[src/rtl/cnn_pkg.sv]
// Shared definitions for the CNN pipeline stages: sample format, FSM
// encoding and small elaboration-time helpers.
package cnn_pkg;

    localparam int DATA_WIDTH = 16;
    localparam int FRAC_BITS  = 8;

    typedef enum logic [1:0] {
        IDLE = 2'd0,
        RUN  = 2'd1,
        DONE = 2'd2
    } state_e;

    function automatic int pooled_dim(input int n);
        return n / 2;
    endfunction

    // Index width that never collapses to zero bits.
    function automatic int width_of(input int n);
        return (n <= 1) ? 1 : $clog2(n);
    endfunction

endpackage

[src/rtl/pool_row_buffer.sv]
// One row of partial 2x2 maxima: register array, synchronous write,
// combinational read.
module pool_row_buffer #(
    parameter int DEPTH      = 31,
    parameter int DATA_WIDTH = 16,
    parameter int IW         = 5
) (
    input  logic                         clk,
    input  logic                         we_i,
    input  logic        [IW-1:0]         widx_i,
    input  logic signed [DATA_WIDTH-1:0] wdata_i,
    input  logic        [IW-1:0]         ridx_i,
    output logic signed [DATA_WIDTH-1:0] rdata_o
);

    logic signed [DATA_WIDTH-1:0] mem_q [DEPTH];

    always_ff @(posedge clk) begin
        if (we_i) begin
            mem_q[widx_i] <= wdata_i;
        end
    end

    assign rdata_o = mem_q[ridx_i];

endmodule

[src/rtl/maxpool2d.sv]
// 2x2 stride-2 max pooling over a raster sample stream with optional ReLU,
// keeping only one row of partial maxima.
module maxpool2d #(
    parameter int IN_WIDTH   = 62,
    parameter int IN_HEIGHT  = 62,
    parameter int DATA_WIDTH = cnn_pkg::DATA_WIDTH,
    parameter int APPLY_RELU = 1
) (
    input  logic                         clk,
    input  logic                         reset,
    input  logic                         enable,
    input  logic signed [DATA_WIDTH-1:0] in_data,
    input  logic                         in_valid,
    output logic signed [DATA_WIDTH-1:0] pool_data,
    output logic [cnn_pkg::width_of(cnn_pkg::pooled_dim(IN_WIDTH) *
                                    cnn_pkg::pooled_dim(IN_HEIGHT))-1:0] pool_addr,
    output logic                         pool_valid,
    output logic                         pool_done,
    output logic                         busy
);

    import cnn_pkg::*;

    localparam int OUT_W = pooled_dim(IN_WIDTH);
    localparam int OUT_H = pooled_dim(IN_HEIGHT);
    localparam int AW    = width_of(OUT_W * OUT_H);
    localparam int CW    = width_of(IN_WIDTH);
    localparam int RW    = width_of(IN_HEIGHT);
    localparam int BW    = width_of(OUT_W);

    localparam logic [CW-1:0] COL_LAST = CW'(IN_WIDTH - 1);
    localparam logic [RW-1:0] ROW_LAST = RW'(IN_HEIGHT - 1);
    localparam bit            ODD_W    = (IN_WIDTH % 2) != 0;
    localparam bit            ODD_H    = (IN_HEIGHT % 2) != 0;

    state_e                       state_q, state_d;
    logic        [CW-1:0]         col_q, col_d;
    logic        [RW-1:0]         row_q, row_d;
    logic signed [DATA_WIDTH-1:0] hold_q, hold_d;
    logic signed [DATA_WIDTH-1:0] pool_data_q, pool_data_d;
    logic        [AW-1:0]         pool_addr_q, pool_addr_d;
    logic        [AW-1:0]         out_cnt_q, out_cnt_d;
    logic                         pool_valid_q, pool_valid_d;
    logic                         pool_done_q, pool_done_d;

    logic signed [DATA_WIDTH-1:0] x;
    logic signed [DATA_WIDTH-1:0] pair_max;
    logic signed [DATA_WIDTH-1:0] win_max;
    logic signed [DATA_WIDTH-1:0] rb_rdata;
    logic        [BW-1:0]         rb_idx;
    logic                         rb_we;
    logic                         at_col_last;
    logic                         at_row_last;
    logic                         discard;

    assign x           = (APPLY_RELU != 0 && in_data[DATA_WIDTH-1]) ? '0 : in_data;
    assign pair_max    = (hold_q > x) ? hold_q : x;
    assign win_max     = (rb_rdata > pair_max) ? rb_rdata : pair_max;
    assign rb_idx      = BW'(col_q >> 1);
    assign at_col_last = (col_q == COL_LAST);
    assign at_row_last = (row_q == ROW_LAST);
    assign discard     = (ODD_W && at_col_last) || (ODD_H && at_row_last);

    pool_row_buffer #(
        .DEPTH     (OUT_W),
        .DATA_WIDTH(DATA_WIDTH),
        .IW        (BW)
    ) u_rowbuf (
        .clk    (clk),
        .we_i   (rb_we),
        .widx_i (rb_idx),
        .wdata_i(pair_max),
        .ridx_i (rb_idx),
        .rdata_o(rb_rdata)
    );

    always_ff @(posedge clk) begin
        if (!reset) begin
            state_q      <= IDLE;
            col_q        <= '0;
            row_q        <= '0;
            hold_q       <= '0;
            pool_data_q  <= '0;
            pool_addr_q  <= '0;
            out_cnt_q    <= '0;
            pool_valid_q <= 1'b0;
            pool_done_q  <= 1'b0;
        end else begin
            state_q      <= state_d;
            col_q        <= col_d;
            row_q        <= row_d;
            hold_q       <= hold_d;
            pool_data_q  <= pool_data_d;
            pool_addr_q  <= pool_addr_d;
            out_cnt_q    <= out_cnt_d;
            pool_valid_q <= pool_valid_d;
            pool_done_q  <= pool_done_d;
        end
    end

    // Windows complete in raster order, so a running count equals row*OUT_W+col.
    always_comb begin
        state_d      = state_q;
        col_d        = col_q;
        row_d        = row_q;
        hold_d       = hold_q;
        pool_data_d  = pool_data_q;
        pool_addr_d  = pool_addr_q;
        out_cnt_d    = out_cnt_q;
        pool_valid_d = 1'b0;
        pool_done_d  = 1'b0;
        rb_we        = 1'b0;

        case (state_q)
            IDLE: begin
                if (enable) begin
                    state_d   = RUN;
                    col_d     = '0;
                    row_d     = '0;
                    out_cnt_d = '0;
                end
            end
            RUN: begin
                if (in_valid) begin
                    if (!discard) begin
                        if (!col_q[0]) begin
                            hold_d = x;
                        end else if (!row_q[0]) begin
                            rb_we = 1'b1;
                        end else begin
                            pool_data_d  = win_max;
                            pool_addr_d  = out_cnt_q;
                            out_cnt_d    = out_cnt_q + 1'b1;
                            pool_valid_d = 1'b1;
                        end
                    end
                    if (at_col_last) begin
                        col_d = '0;
                        if (at_row_last) begin
                            state_d = DONE;
                        end else begin
                            row_d = row_q + 1'b1;
                        end
                    end else begin
                        col_d = col_q + 1'b1;
                    end
                end
            end
            DONE: begin
                pool_done_d = 1'b1;
                state_d     = IDLE;
            end
            default: state_d = IDLE;
        endcase
    end

    assign pool_data  = pool_data_q;
    assign pool_addr  = pool_addr_q;
    assign pool_valid = pool_valid_q;
    assign pool_done  = pool_done_q;
    assign busy       = (state_q == RUN);

endmodule

[config.mk]
export PLATFORM = sky130hd
export DESIGN_NAME = maxpool2d
export DESIGN_NICKNAME = d
export VERILOG_FILES = /design/src/rtl/cnn_pkg.sv /design/src/rtl/pool_row_buffer.sv /design/src/rtl/maxpool2d.sv
export SDC_FILE = /design/constraint.sdc
export NUM_CORES = 1
export LEC_CHECK = 0
export ABC_AREA = 1
export BUFFER_PORTS_ARGS = -buffer_cell sky130_fd_sc_hd__buf_2
export CORE_MARGIN = 3
export CORE_UTILIZATION = 63
export CTS_CLUSTER_SIZE = 20
export DETAILED_ROUTE_END_ITERATION = 10
export PLACE_DENSITY = 0.83
export SLEW_MARGIN = 30
export SYNTH_ARGS = -nofsm -noshare
export SYNTH_HDL_FRONTEND = slang
export SYNTH_SLANG_ARGS = --single-unit
[constraint.sdc]
create_clock -name clk -period 6.7 [get_ports clk]
set_input_delay 1.675 -clock clk [delete_from_list [all_inputs] [get_ports clk]]
set_output_delay 1.675 -clock clk [all_outputs]
set_load 0.01 [all_outputs]
# --- Yosys cells after proc, flatten, opt, wreduce, memory -nomap -nowiden ---
# Memories as Yosys holds them, arrays and structs flattened. A register that Yosys moved wholly into a read port is not among the register bits.
# Index checks and enable logic that the tools add are counted.
totals:
  input_bits: 20
  latchBits: 0
  romBits: 0
  mem_count: 1
  reg_bits: 68
  ram_bits: 496
memory_table:
  columns: ["memory", "depth", "width", "read_ports", "rd_clocked_by_memory_dff", "write_ports", "line", "text"]
  rows:
  - ["u_rowbuf.mem_q", 31, 16, 1, 1, 1, "pool_row_buffer.sv:16", "logic signed [DATA_WIDTH-1:0] mem_q [DEPTH];"]
op_classes:
  shift: 0
  multipliers: 0
  n_mux: 31
  div_mod_pow: 0
  eq_ne: 11
  order_cmp: 2
  addsub: 3
  bitwise: 1
  n_reduce_logical: 9
ops:
  columns: ["cell", "n"]
  rows:
  - ["10-bit two-way mux", 4]
  - ["6-bit two-way mux", 6]
  - ["16-bit greater-than comparator", 2]
  - ["16-bit two-way mux", 2]
  - ["6-bit case mux with 2 select lines", 2]
  - ["10-bit case mux with 2 select lines", 1]
  - ["15-bit two-way mux", 1]
  - ["6-bit by 1-bit adder with 6-bit output (second input constant)", 2]
  - ["6-bit equality test (second input constant)", 2]
  - ["4-bit AND reduction", 3]
  - ["10-bit by 1-bit adder with 10-bit output (second input constant)", 1]
  - ["5-bit two-way mux", 2]
  - ["5-bit AND reduction", 2]
  - ["1-bit two-way mux", 8]
  - ["2-bit two-way mux", 4]
  - ["2-bit by 1-bit inequality test with 1-bit output (second input constant)", 4]
  - ["2-bit inequality test (second input constant)", 3]
  - ["3-bit AND reduction", 2]
  - ["2-bit case mux with 2 select lines", 1]
  - ["2-bit by 1-bit equality test with 1-bit output (second input constant)", 1]
  - ["2-bit equality test (second input constant)", 1]
  - ["2-bit logical NOT", 1]
  - ["2-bit nonzero test", 1]
  - ["1-bit NOT", 1]

# --- Logic depth before layout (Yosys ltp) ---
# Gate-level depths: netlist of run 1.
depth:
  depth_word: 6
  ltp_mapped: 28
  ltp_nobuf: 25

# --- Cells and area by module ---
# A second synthesis of run 1 with hierarchy kept.
unflattened:
  cells_unflattened: 2318
  hier_area_um2: 24372.1
by_module_without_submodules:
  columns: ["mod", "area_per_inst_um2", "cells_each", "n_inst"]
  rows:
  - ["pool_row_buffer", 20203.1, 1709, 1]
  - ["maxpool2d", 4169.0, 609, 1]

# --- Worst setup path before layout of run 1 ---
# No wires, ideal clock.
synth_timing:
  path_type: "in2reg"
  from: "input port in_data[15]"
  to: "register pool_data_q[5] (netlist: pool_data[5])"
  slack_ns: 1.356
  setup_time_ns: 0.132
  arrival_ns: 5.212
  cell_stages: 27
  path_cell_list: "inv_1 buf_1 nand2_1 ha_1 nand2_1 inv_1 nand2_1 nand2_1 a21oi_1 nand2_2 nand2_1 buf_4 nand2_1 nand2_1 inv_1 ha_1 nand2_1 inv_1 nand2_1 nand2_1 a21oi_1 nand2_1 o21ai_1 buf_2 nand3_1 nand3_1 a21oi_1"
synth_between:
  elab_chain_cells: 5
synth_rtl:
  columns: ["element", "line", "text"]
  rows:
  - ["from (decl)", "maxpool2d.sv:12", "input logic signed [DATA_WIDTH-1:0] in_data,"]
  - ["15-bit two-way mux (*)", "maxpool2d.sv:56", "assign x = (APPLY_RELU != 0 && in_data[DATA_WIDTH-1]) ? '0 : in_data;"]
  - ["16-bit greater-than comparator", "maxpool2d.sv:57", "assign pair_max = (hold_q > x) ? hold_q : x;"]
  - ["16-bit two-way mux (*)", "maxpool2d.sv:57", null]
  - ["named net pair_max[10]", "maxpool2d.sv:47", "logic signed [DATA_WIDTH-1:0] pair_max;"]
  - ["16-bit greater-than comparator (*)", "maxpool2d.sv:58", "assign win_max = (rb_rdata > pair_max) ? rb_rdata : pair_max;"]
  - ["16-bit two-way mux (*)", "maxpool2d.sv:58", null]
  - ["to (signal assigned)", "maxpool2d.sv:93", "pool_data_q <= pool_data_d;"]
  - ["to (decl)", "maxpool2d.sv:40", "logic signed [DATA_WIDTH-1:0] pool_data_q, pool_data_d;"]
# Mark *: on every way through the listed nets, which the timed path passes. The rest lies on a longest branch.
# A chain may end at the register's enable or synchronous reset.

# --- Final worst setup path of run 1 ---
layout_timing:
  from: "input port in_data[15]"
  to: "register pool_data_q[12] (netlist: pool_data[12])"
# The elaborated chain is that of the path after synthesis.

==> flow_metrics.py, run 1 <==
metrics = {
    "drt": {
        "dr.pass1.iters": 8,
        "antenna_left": 0,
        "vias_per_cell": 6.24,
        "vias": 17000,
        "wl_per_cell_um": 21.5,
        "drc_errors": 0,
        "wirelength_um": 58700,
        "drt_iter0_drc": 2321,
    },
    "layout": {
        "fin_util_pct": 70.8,
        "diodes": 0,
        "final_cell_mix": "nand2_1, edfxtp_1, nand3_1",
        "multiInputGateArea_mm2": 0.00666,
        "syn2layout_area_growth_pct": 10.4,
        "drive_gt1_share_pct": 9.34,
        "nFillCells": 2378,
        "seqCellArea_mm2": 0.0154,
        "final_nets": 2283,
        "layout_commonest_cell": "nand2_1",
        "final_cell_area_mm2": 0.0253,
    },
    "sta": {
        "max-slew-margin-rel_pct": 29.2,
        "post-route-min-period_ps": 5550,
        "rsz0062_at_grt": "no",
        "fin_tns_setup_ps": 0,
        "fin_skew_ps": 23.3,
        "max_freq_ghz": 0.180,
        "worst_slack_ps": 1150,
        "fin_crit_sh_pct": 82.8,
        "worst-slew-pin-transition_ps": 1060,
        "drv_slew": 0,
        "finalHoldViolCount": 0,
        "setup_viol": 0,
    },
    "worst_setup_path": {
        "critPathRequiredTime_ps": 7140,
        "crit_fanout": 16,
        "cp_data_arrival_time_ps": 5990,
        "slowest_delay_ps": 590,
        "cp-startpoint": "in_data[15]",
        "end_kind": "register",
        "crit_buf_inv": 4,
        "slowest_stage": "a21oi_2",
        "path_cells": "buf_2 > inv_1 > nand2_1 > ha_1 > nand2_1 > inv_1 > nand2_1 > nand2_1 > a21oi_1 > nand2_2 > nand2_1 > nand2_1 > nand2_1 > inv_1 > ha_1 > nand2_1 > nor2_1 > nor3b_1 > nand2_1 > a21oi_2 > nand3_1 > nand3_1 > a21oi_1",
        "path_class": "input pin to register",
        "cp-start-kind": "input pin",
        "rrSetupSlack_ps": 2080,
        "cp_top_family": "simple AND/OR/NAND/NOR gates",
        "cp_common_cell": "nand2_1",
    },
    "yosys": {
        "synth_top_family_by_area": "simple AND/OR/NAND/NOR gates",
        "ys_seq_area_share_pct": 67.1,
        "synth_adder_area_share_pct": 1.91,
        "synth_flop_cell": "edfxtp_1",
        "synth-edff-count": 465,
        "yosysUniqueCellTypes": 38,
        "syn_inst": 2190,
        "ys_ff_latch": 536,
        "synth_compound_area_share_pct": 2.54,
        "synth_fp_nets": 2245,
        "yosys_warnings": 0,
        "synthSimpleGateAreaFrac_pct": 24.3,
        "syn-cell-area_mm2": 0.0229,
        "async_flop_share_pct": 0,
        "syn_area_per_cell_um2": 10.5,
        "synth_mux_area_share_pct": 0,
        "synthXorXnorAreaFrac_pct": 0.0764,
    },
    "grt": {
        "grt_pass1_vias": 16700,
        "grt_max_degree": 141,
        "grt_util_all_layers_pct": 30.2,
        "grt_overflow": 0,
        "grt_pass1_wl_um": 91300,
        "antenna_found_initial": 0,
    },
    "status": {
        "outcome": "finished clean",
    },
    "floorplanning": {
        "start_util_pct": 64.2,
        "die_h_um": 197,
        "die_x_um": 197,
        "fp.coreArea_mm2": 0.0357,
        "ios": 49,
        "rows": 69,
        "die_area_mm2": 0.0387,
    },
    "clock_network": {
        "cts_sinks": 536,
        "clockRootBuffer": "clkbuf_16",
        "cts_tree": "done",
        "numCtsBuffers": 51,
        "clkTransAtPathRegs_ps": 70,
        "cts_setup_buffers": 0,
        "htree_levels": 2,
        "clock_latency_ps": 580,
        "ctsResizeCount": 0,
        "cts_hold_buf": 0,
        "clockBufferDepth": 3,
    },
    "power": {
        "internal-power_mw": 5.52,
        "power_switching_mw": 1.59,
        "ir_drop_mv": 0.187,
        "p_leak_nw": 9.70,
        "p_clk_share_pct": 40.5,
        "swShare_pct": 22.4,
        "power_mw": 7.11,
        "combPwrFrac_pct": 7.0,
        "power_frac_seq_pct": 52.6,
        "power_density_mw_per_mm2": 281,
    },
    "placed_design": {
        "dp_slack_ps": 725,
        "gp_congestion": 0.929,
        "port_buffers": 47,
        "placedInstanceArea_mm2": 0.0236,
        "post-dp-hpwl_um": 33700,
    },
    "hold_path": {
        "min_path_type": "register to register",
        "min_from": "row_q[5]$_SDFFE_PN0P_",
    },
    "flow_run": {
        "drv_cap": 0,
    },
}
flip-flops by register name, indices dropped and copies added (netlist names), named ones only:
| signal | count |
|---|---|
| out_cnt_q | 10 |
| pool_data | 15 |
| pool_valid | 1 |
| state_q | 2 |
| col_q | 6 |
| pool_done | 1 |
| hold_q | 15 |
| row_q | 6 |
| u_rowbuf.mem_q | 465 |
| pool_addr | 10 |
routing by layer:
metal  vias to the layer above  global-route usage (%)  part of all wire [%]
met1                      8058                    41.5                    37
met4                         0                    12.4                   3.9
met2                      1208                    48.0                    47
met3                       162                    6.29                    12
met5                         -                       0                     0
li1                       7620                       -                     -
worst paths after layout:
check	endpoint	cells after the start
worst max-delay path	pool_data[12]$_SDFFE_PN0P_	23
worst min-delay path	row_q[5]$_SDFFE_PN0P_	2
worst max register to register	pool_data[12]$_SDFFE_PN0P_	18
worst min register to register	row_q[5]$_SDFFE_PN0P_	2
through the flow:
| step | hold WS [ps] | cells |
|---|---|---|
| after global routing | 513 | 2731 |
| after global placement | 435 | 2635 |
| after CTS | 459 | 2730 |
| final | 463 | 2731 |
| after floorplan | 424 | 2190 |
| after detailed placement | 451 | 2635 |
cell families (layout without fill, tap and decap cells):
| group | count (synthesis) | after routing |
|---|---|---|
| and+or+nand+nor | 1303 | 1303 |
| DFF | 536 | 536 |
| adders and majority gates | 35 | 35 |
| buffers and inverters | 205 | 285 |
| AOI/OAI and AO/OA | 108 | 108 |
| other | 1 | 1 |
| xor gates and xnor gates | 2 | 2 |
worst register-to-register path, cell delays in order, from the launching register on:
cell	delay (ps)
dfxtp_4	450
inv_4	640
buf_4	550
nand3_1	130
nand3_1	180
nand2_1	140
nand2_1	100
nand3_1	120
nand2_1	220
inv_1	70
ha_1	300
nand2_1	90
nor2_1	160
nor3b_1	230
nand2_1	110
a21oi_2	590
nand3_1	200
nand3_1	150
a21oi_1	70
layout make-up:
class | instances | area share (%)
Inverter | 89 | 1.37
Sequential cell | 536 | 60.8
Clock buffer | 68 | 5.60
Timing Repair Buffer | 101 | 2.59
Tap cell | 461 | 2.28
Clock inverter | 27 | 1.01
Multi-Input combinational cell | 1449 | 26.3
Yosys cell counts, types with 2 or more instances:
| master | instances | area (um2) |
|---|---|---|
| nand2_1 | 740 | 2780 |
| edfxtp_1 | 465 | 14000 |
| nand3_1 | 435 | 2180 |
| nor2_1 | 86 | 323 |
| inv_1 | 79 | 297 |
| dfxtp_1 | 71 | 1420 |
| a21oi_1 | 64 | 320 |
| buf_2 | 54 | 270 |
| ha_1 | 35 | 438 |
| o21ai_0 | 33 | 165 |
| clkbuf_1 | 30 | 113 |
| buf_4 | 16 | 120 |
| buf_1 | 12 | 45.0 |
| nor3_1 | 10 | 50.1 |
| nand4_1 | 9 | 56.3 |
| inv_2 | 8 | 30.0 |
| nand2_2 | 6 | 37.5 |
| buf_6 | 4 | 45.0 |
| a211oi_1 | 3 | 22.5 |
| nor2_4 | 3 | 33.8 |
| nor3_2 | 3 | 30.0 |
| nor3b_1 | 3 | 22.5 |
| nand3b_1 | 2 | 15.0 |
| nor4_1 | 2 | 12.5 |
| o21ai_1 | 2 | 10.0 |
| o21ai_4 | 2 | 32.5 |
| xor2_1 | 2 | 17.5 |
power by group through the flow:
stage                     clock network, mW  registers [mW]  logic [mW]
after floorplan                           0            3.81       0.308
after global placement                    0            3.81       0.455
after detailed placement                  0            3.81       0.480
after CTS                              2.89            3.74       0.483
after global routing                   3.03            3.74       0.542
final                                  2.88            3.74       0.496
(Power assumes the default switching activity.)
==> run 2: changes to the inputs <==
==> constraint.sdc (replaced) <==
create_clock -name clk -period 5.79 [get_ports clk]
set_input_delay 1.4475 -clock clk [delete_from_list [all_inputs] [get_ports clk]]
set_output_delay 1.4475 -clock clk [all_outputs]
set_load 0.01 [all_outputs]
==> run 2 against run 1 <==
  * First-iteration DRC count up 15%
  * Combinational power up 14%
  * Sequential share of layout area up 0.21 points
  * Worst hold slack about the same
  * Core utilization down 0.24 points
  * Global-route usage down 1.3 points
  * Non-clock buffer count up 4
  * Clock power up 9.0%
  * Register-to-register slack worse by 590 ps
==> flow_metrics.py, run 2 (same netlist as run 1, synthesis figures left out) <==
metrics = {
    "floorplanning": {
        "start_util_pct": 64.2,
        "ios": 49,
        "rows": 69,
        "die_x_um": 197,
        "die_h_um": 197,
        "fp.coreArea_mm2": 0.0357,
        "die_area_mm2": 0.0387,
    },
    "worst_setup_path": {
        "cp_data_arrival_time_ps": 5430,
        "cp-start-kind": "input pin",
        "end_kind": "register",
        "path_class": "input pin to register",
        "crit_fanout": 16,
        "r2r_end": "pool_data[2]$_SDFFE_PN0P_",
        "slowest_delay_ps": 430,
        "ff2ff_path_depth": 19,
        "rrSetupSlack_ps": 1490,
        "path_cells": "buf_2 > inv_1 > nand2_1 > ha_1 > nand2_1 > inv_1 > a21oi_1 > nand2_1 > nand2_1 > nand2_2 > nand2_1 > nand2_1 > nand2_1 > inv_1 > ha_1 > nand2_1 > nor2_1 > nor3b_1 > nand2_1 > a21oi_2 > buf_4 > nand3_1 > nand3_1 > a21oi_1",
        "slowest_stage": "nand2_1",
        "critPathRequiredTime_ps": 6220,
        "cp_common_cell": "nand2_1",
    },
    "grt": {
        "grt_overflow": 0,
        "antenna_found_initial": 1,
        "grt_pass1_wl_um": 87400,
        "grt_pass1_vias": 16000,
        "grt_max_degree": 190,
        "grt_util_all_layers_pct": 29.0,
    },
    "clock_network": {
        "clkTransAtPathRegs_ps": 60,
        "cts_setup_buffers": 0,
        "htree_levels": 2,
        "cts_sinks": 536,
        "ctsResizeCount": 0,
        "numCtsBuffers": 51,
        "cts_hold_buf": 0,
        "clockRootBuffer": "clkbuf_16",
        "cts_tree": "done",
        "clock_latency_ps": 580,
        "clockBufferDepth": 3,
    },
    "power": {
        "ir_drop_mv": 0.238,
        "power_density_mw_per_mm2": 318,
        "combPwrFrac_pct": 7.1,
        "swShare_pct": 22.4,
        "power_switching_mw": 1.80,
        "power_frac_seq_pct": 53.9,
        "internal-power_mw": 6.23,
        "p_clk_share_pct": 39.1,
        "p_leak_nw": 9.64,
    },
    "sta": {
        "fin_crit_sh_pct": 86.4,
        "drv_slew": 0,
        "fin_skew_ps": 28.3,
        "post-route-min-period_ps": 5000,
        "rsz0062_at_grt": "no",
        "setup_viol": 0,
        "finalHoldViolCount": 0,
        "max_freq_ghz": 0.200,
        "fin_tns_setup_ps": 0,
        "worst-slew-pin-transition_ps": 995,
        "max-slew-margin-rel_pct": 33.7,
    },
    "drt": {
        "vias": 16800,
        "drc_errors": 0,
        "dr.pass1.iters": 7,
        "drt_iter0_drc": 2666,
        "wirelength_um": 56200,
        "vias_per_cell": 6.16,
        "antenna_left": 0,
        "wl_per_cell_um": 20.6,
    },
    "layout": {
        "largest_reg_flops": 465,
        "nFillCells": 2399,
        "fin_util_pct": 70.6,
        "final_nets": 2287,
        "drive_gt1_share_pct": 8.94,
        "top_register": "u_rowbuf.mem_q",
        "syn2layout_area_growth_pct": 9.98,
        "final_cell_mix": "nand2_1, edfxtp_1, nand3_1",
        "diodes": 0,
        "layout_commonest_cell": "nand2_1",
    },
    "placed_design": {
        "gp_congestion": 0.926,
        "post-dp-hpwl_um": 32800,
        "port_buffers": 47,
    },
    "hold_path": {
        "hold_depth": 2,
        "min_path_type": "register to register",
        "min_from": "row_q[5]$_SDFFE_PN0P_",
        "hold_end": "row_q[5]$_SDFFE_PN0P_",
    },
    "status": {
        "outcome": "finished clean",
    },
    "flow_run": {
        "drv_cap": 0,
    },
}
## run 2: how the worst max path moves through the flow
stage,start,end,slack [ps],depth (start not counted)
after floorplan,in_data[15],pool_data[5]$_SDFFE_PN0P_,670,27
after global placement,in_data[15],pool_data[6]$_SDFFE_PN0P_,470,24
after detailed placement,in_data[15],pool_data[2]$_SDFFE_PN0P_,260,24
after CTS,in_data[15],pool_data[2]$_SDFFE_PN0P_,840,24
after global routing,in_data[15],pool_data[4]$_SDFFE_PN0P_,350,23
final,in_data[15],pool_data[2]$_SDFFE_PN0P_,790,24
## run 2: metrics by stage
| stage | cell area [um2] | total power [mW] | std cells | hold slack (ps) | worst slack (ps) |
|---|---|---|---|---|---|
| after detailed placement | 23700 | 4.96 | 2640 | 455 | 264 |
| final | 25200 | 8.03 | 2732 | 462 | 786 |
| after global routing | 25200 | 8.28 | 2732 | 483 | 353 |
| after global placement | 23700 | 4.94 | 2640 | 433 | 471 |
| after floorplan | 22900 | 4.76 | 2190 | 424 | 673 |
| after CTS | 25200 | 8.04 | 2732 | 465 | 838 |
## run 2: power groups by stage
stage               logic (mW)  clock network [mW]  registers [mW]
finish                   0.566                3.14            4.33
CTS                      0.559                3.15            4.33
detailed placement       0.555                   0            4.41
global route             0.625                3.32            4.33
global placement         0.532                   0            4.41
floorplan                0.357                   0            4.41
## run 2: cell type report
type                            count  area, um2  area share [%]
Sequential cell                   536      15400            61.0
Tap cell                          461        577            2.29
Clock inverter                     17        139           0.551
Inverter                           89        342            1.35
Timing Repair Buffer              105        708            2.81
Multi-Input combinational cell   1449       6650            26.4
Clock buffer                       75       1420            5.62
## run 2: worst max-delay path, delay by kind of cell
kind            cells  cell delay (ps)
simple gates       14             2000
buf+inv             5              780
fa+ha+maj           2              680
compound gates      3              530
## run 2: layer usage
layer	global-route usage (%)	wire, um
met1	40.8	21400
met2	45.8	26200
met3	4.65	6200
met4	12.2	2320
met5	0	11
